$ cat src/rtl/dram_req_arbiter.sv
// dram_req_arbiter: round-robin two-requester transaction arbiter with a stall watchdog, placed in front of the DRAM controller command port (req* in, gnt/ack/rvalid/wdone/to_err out, controller signals muxed from the owner)
module dram_req_arbiter #(
  parameter int ADDR_W  = 23,
  parameter int DATA_W  = 32,
  parameter int IDLE_TO = 16
) (
  input  logic              ACLK,
  input  logic              ARESET,
  input  logic [1:0]        req_valid,
  input  logic [1:0]        req_we,
  input  logic [1:0]        req_last,
  input  logic [ADDR_W-1:0] req0_addr,
  input  logic [ADDR_W-1:0] req1_addr,
  input  logic [DATA_W-1:0] req0_wdata,
  input  logic [DATA_W-1:0] req1_wdata,
  input  logic [3:0]        req0_wen,
  input  logic [3:0]        req1_wen,
  output logic [1:0]        gnt,
  output logic [1:0]        ack,
  output logic [1:0]        rvalid,
  output logic [1:0]        wdone,
  output logic [DATA_W-1:0] rdata,
  output logic [1:0]        to_err,
  output logic              chip_enable,
  output logic              read_write_sel,
  output logic [ADDR_W-1:0] R_W_addr,
  output logic [DATA_W-1:0] write_data,
  output logic [3:0]        WEn_to_DRAM_FSM,
  output logic              R_W_finish,
  input  logic              get_addr,
  input  logic              read_data_valid,
  input  logic [DATA_W-1:0] read_data,
  input  logic              DRAM_write_done,
  input  logic              DRAM_idle
);
  localparam logic [1:0] S_IDLE  = 2'd0;
  localparam logic [1:0] S_GRANT = 2'd1;
  localparam logic [1:0] S_DRAIN = 2'd2;
  localparam logic [1:0] S_WAIT  = 2'd3;
  localparam int CW = $clog2(IDLE_TO + 1);
  logic [1:0]    state_q, state_d, gnt_q, gnt_d, own_oh;
  logic          owner_q, owner_d, rr_q, rr_d, last_we_q, last_we_d;
  logic [CW-1:0] cnt_q, cnt_d;
  logic          in_grant, routed, sel_valid, stall, fire, last_acc, done_now, done_drain, winner;
  always_comb begin
    in_grant   = state_q == S_GRANT;
    routed     = in_grant | (state_q == S_DRAIN);
    own_oh     = owner_q ? 2'b10 : 2'b01;
    sel_valid  = req_valid[owner_q];
    stall      = in_grant & ~sel_valid & ~get_addr & ~read_data_valid & ~DRAM_write_done;
    fire       = stall && (cnt_q == CW'(IDLE_TO - 1));
    last_acc   = in_grant & get_addr & sel_valid & req_last[owner_q];
    done_now   = last_acc & (req_we[owner_q] ? DRAM_write_done : read_data_valid);
    done_drain = (state_q == S_DRAIN) & (last_we_q ? DRAM_write_done : read_data_valid);
    winner     = req_valid[rr_q] ? rr_q : ~rr_q;
    state_d    = state_q;
    owner_d    = owner_q;
    rr_d       = rr_q;
    last_we_d  = last_we_q;
    case (state_q)
      S_IDLE: if (DRAM_idle && |req_valid) begin
        owner_d = winner;
        state_d = S_GRANT;
      end
      S_GRANT: if (done_now || fire) begin
        rr_d    = ~owner_q;
        state_d = S_WAIT;
      end else if (last_acc) begin
        last_we_d = req_we[owner_q];
        state_d   = S_DRAIN;
      end
      S_DRAIN: if (done_drain) begin
        rr_d    = ~owner_q;
        state_d = S_WAIT;
      end
      default: if (DRAM_idle) state_d = S_IDLE;
    endcase
    cnt_d = (stall && !fire) ? cnt_q + 1'b1 : '0;
    gnt_d = (state_d == S_GRANT || state_d == S_DRAIN) ? (owner_d ? 2'b10 : 2'b01) : 2'b00;
  end
  always_ff @(posedge ACLK or posedge ARESET) begin
    if (ARESET) begin
      state_q   <= S_IDLE;
      owner_q   <= 1'b0;
      rr_q      <= 1'b0;
      last_we_q <= 1'b0;
      cnt_q     <= '0;
      gnt_q     <= 2'b00;
    end else begin
      state_q   <= state_d;
      owner_q   <= owner_d;
      rr_q      <= rr_d;
      last_we_q <= last_we_d;
      cnt_q     <= cnt_d;
      gnt_q     <= gnt_d;
    end
  end
  assign gnt             = gnt_q;
  assign ack             = (routed && get_addr) ? own_oh : 2'b00;
  assign rvalid          = (routed && read_data_valid) ? own_oh : 2'b00;
  assign wdone           = (routed && DRAM_write_done) ? own_oh : 2'b00;
  assign to_err          = fire ? own_oh : 2'b00;
  assign rdata           = read_data;
  assign chip_enable     = in_grant & sel_valid;
  assign read_write_sel  = in_grant & req_we[owner_q];
  assign R_W_finish      = in_grant & sel_valid & req_last[owner_q];
  assign R_W_addr        = in_grant ? (owner_q ? req1_addr : req0_addr) : '0;
  assign write_data      = in_grant ? (owner_q ? req1_wdata : req0_wdata) : '0;
  assign WEn_to_DRAM_FSM = in_grant ? (owner_q ? req1_wen : req0_wen) : 4'hF;
endmodule

$ cat config.mk
export PLATFORM = sky130hd
export DESIGN_NAME = dram_req_arbiter
export DESIGN_NICKNAME = d
export VERILOG_FILES = /design/src/rtl/dram_req_arbiter.sv
export SDC_FILE = /design/constraint.sdc
export NUM_CORES = 1
export LEC_CHECK = 0
export CORE_AREA = 2 2 104 106
export CTS_BUF_LIST = sky130_fd_sc_hd__clkbuf_2 sky130_fd_sc_hd__clkbuf_4 sky130_fd_sc_hd__clkbuf_8
export DETAILED_ROUTE_END_ITERATION = 8
export DIE_AREA = 0 0 106 108
export PLACE_DENSITY = 0.75
export REMOVE_ABC_BUFFERS = 1
export SYNTH_ARGS = -nofsm -noshare
export SYNTH_HDL_FRONTEND = slang
export SYNTH_SLANG_ARGS = --single-unit
$ cat constraint.sdc
create_clock -name ACLK -period 2.1 [get_ports ACLK]
set_input_delay 0.42 -clock ACLK [delete_from_list [all_inputs] [get_ports ACLK]]
set_output_delay 0.42 -clock ACLK [all_outputs]
set_load 0.02 [all_outputs]
==> results.txt <==
first-pass GRT wire length = 14600 µm
mux cell area share after synthesis = 0.323
r2r setup slk = 0.04 ns
VDD IR max = 0.000409 V
placer congestion estimate = 0.836
Min Hold Slack = 0.487 ns
Tcrit/Tclk final = 0.984
Reg2Reg Depth = 8
drt first pass iters = 4
Die ar. = 11400 µm²
Final Non-Filler Cells = 582
Mapped Cells = 255
clk_lat worst skew = 0.25 ns
FF/Latch Area = 304 µm²
largest area contributor in the netlist = mux2i_1
Compound-Gate Fraction of Synth Area = 0.0569
area taken by multi-input logic gates = 1540 µm²
std cell rows = 37
dpl ws = -0.422 ns
Setup Skew = 0.00171 ns
Area contributors post-synth = mux2i_1 30%, nor2b_1 17%, dfrtp_1 14%
layout cell share with drive strength beyond 1 = 0.265
# setup viols final = 0
nets = 615
Worst Path Max Fanout = 14
Clock Pin Slew Worst Setup and Hold Paths = 0.06 ns
# diodes = 0
Synth top area share = 0.300
Hold Crit Class = input pin to async pin
DR WL/cell = 17.7 µm
Max Root-Sink Buffers = 2
initial antenna violation count = 0
final worst slack = 0.0343 ns
adder-cell share of the synthesized area = 0.0352
root buffer cell = clkbuf_8
vias per cell = 4.40
total gr overflow = 0
Synth Area in XOR/XNOR = 0.00821
Final Hold Vio Count = 0
CTS tree = done
critical path capture point type = primary output
slew margin rel. = 0.677
Clock Sinks = 12
routed via count = 2562
IO buf count = 201
Syn Area/Cell = 8.37 µm²
Total GRT Usage = 0.166
worst path arrival time = 1.65 ns
Post-route DRC = 0
Fmax = 484 MHz
Max Cap Viol = 0
H-tree depth = 1
fill count = 1033
Post-Syn Area = 2130 µm²
main combinational cell family by area after synthesis = multiplexers
Power Dens Cells = 770 nW/µm²
most common cell after layout, fill and taps aside = clkdlybuf4s50_1
CTS buffer count = 3
area delta synth->final = 103%
number of antenna-violating nets in the routed design = 0
Min Clock Period, post-route = 2.07 ns
initial core utilization = 0.209
Synth Register Bits = 12
CP startpoint kind = flop
fin. max-slew vios = 0
vias in the first global route = 2577
Die W = 106 µm
ys flop type = dfrtp_1
Final HPWL DP = 8490 µm
core area = 10200 µm²
Pleak = 1.93 nW
final WL = 10300 µm
IO Count = 266
Post-Synth Simple-Gate Area = 0.278
DRT iter0 DRCs = 108
number of synthesis warnings = 0
worst setup path category = flop to primary output
height of the die = 108 µm
Total Neg Setup Slack = 0 ns
number of synthesized flops with an enable pin = 0
CP required = 1.68 ns
outcome = complete, no violations
Synth cell types = 40
dpl cells = 571
Post-synth ARST share = 1.00
pin count of the biggest net entering global routing = 37
most frequent cells in the layout = 131 x clkdlybuf4s50_1, 62 x mux2i_1, 57 x nor2b_1
RSZ-0062 raised after global routing = true
Seq/Total Area, Yosys = 0.141
measured slew at the worst slew-check pin = 0.484 ns
CTS Hold Buffers Added = 0
==> path summary, 6_finish.rpt <==
| check | from | end |
|---|---|---|
| min reg2reg | rr_q | rr_q |
| max | owner_q | write_data[18] |
| max reg2reg | owner_q | gnt[0] |
| min | ARESET | gnt[0] |
| min in group ACLK | rr_q | rr_q |
| max in group asynchronous | ARESET | owner_q |
==> cells in the mapped netlist, types with 3 or more instances <==
master / count
nand2_1: 9
nor2b_1: 58
buf_2: 6
and2_1: 3
mux2i_1: 64
nor2_1: 13
inv_1: 7
dfrtp_1: 12
and3_1: 4
ha_1: 6
clkbuf_1: 8
buf_4: 32
==> through the flow <==
stage / total power [mW] / util / instance area (µm²)
final: 3.33 / 0.423 / 4330
after CTS: 3.29 / 0.430 / 4400
after detailed placement: 2.94 / 0.416 / 4250
after global placement: 2.88 / 0.416 / 4250
after global routing: 3.55 / 0.423 / 4330
after floorplan: 1.91 / - / 1820
==> flip-flops by register name (all words and copies together), names as in the netlist <==
signal,cells
rr_q,1
state_q,2
owner_q,1
cnt_q,5
last_we_q,1
gnt,2
==> where the power goes <==
part	internal [mW]	switching, mW	leakage [nW]
Clock	0.166	0.0965	0.0288
Sequential	0.295	0.0701	0.151
Combinational	1.46	1.24	1.75
Total	1.92	1.41	1.93
==> area by class of cell <==
class	instances	share of cell area
clock buffers	4	0.0127
multi-input cells	189	0.356
repair buffers	234	0.515
flip-flops and latches	12	0.0702
well taps	136	0.0393
inverters	7	0.00607
==> worst max-delay path, cell delays in order, from the launching register on <==
cell             delay, ns
dfrtp_4               0.57
bufbuf_16             0.33
mux2i_1               0.12
nor2b_1               0.10
clkdlybuf4s15_2       0.27
==> metal layers <==
metal	part of all wire	GRT usage
met1	0.38	0.182
met2	0.47	0.275
met3	0.14	0.101
met4	0.0080	0.0254
met5	0.0056	0.0580
==> timing repair <==
item | 4_1_cts | 5_1_grt
pin swaps | 0 | 1
gates cloned | 1 | 0
resized for setup | 190 | 45
setup endpoints to repair | 71 | 41
setup buffers | 0 | 6
==> logic make-up (layout without fill, tap and decap cells) <==
| family | after synthesis | in the layout |
|---|---|---|
| flip-flops | 12 | 12 |
| XOR/XNOR | 2 | 2 |
| adder cells (fa/ha/maj) | 6 | 6 |
| AND/OR/NAND/NOR | 99 | 99 |
| buffers and inverters | 54 | 245 |
| AO/OA/AOI/OAI | 15 | 15 |
| multiplexers | 67 | 67 |
Note: power is estimated with default switching activity, not from simulation.
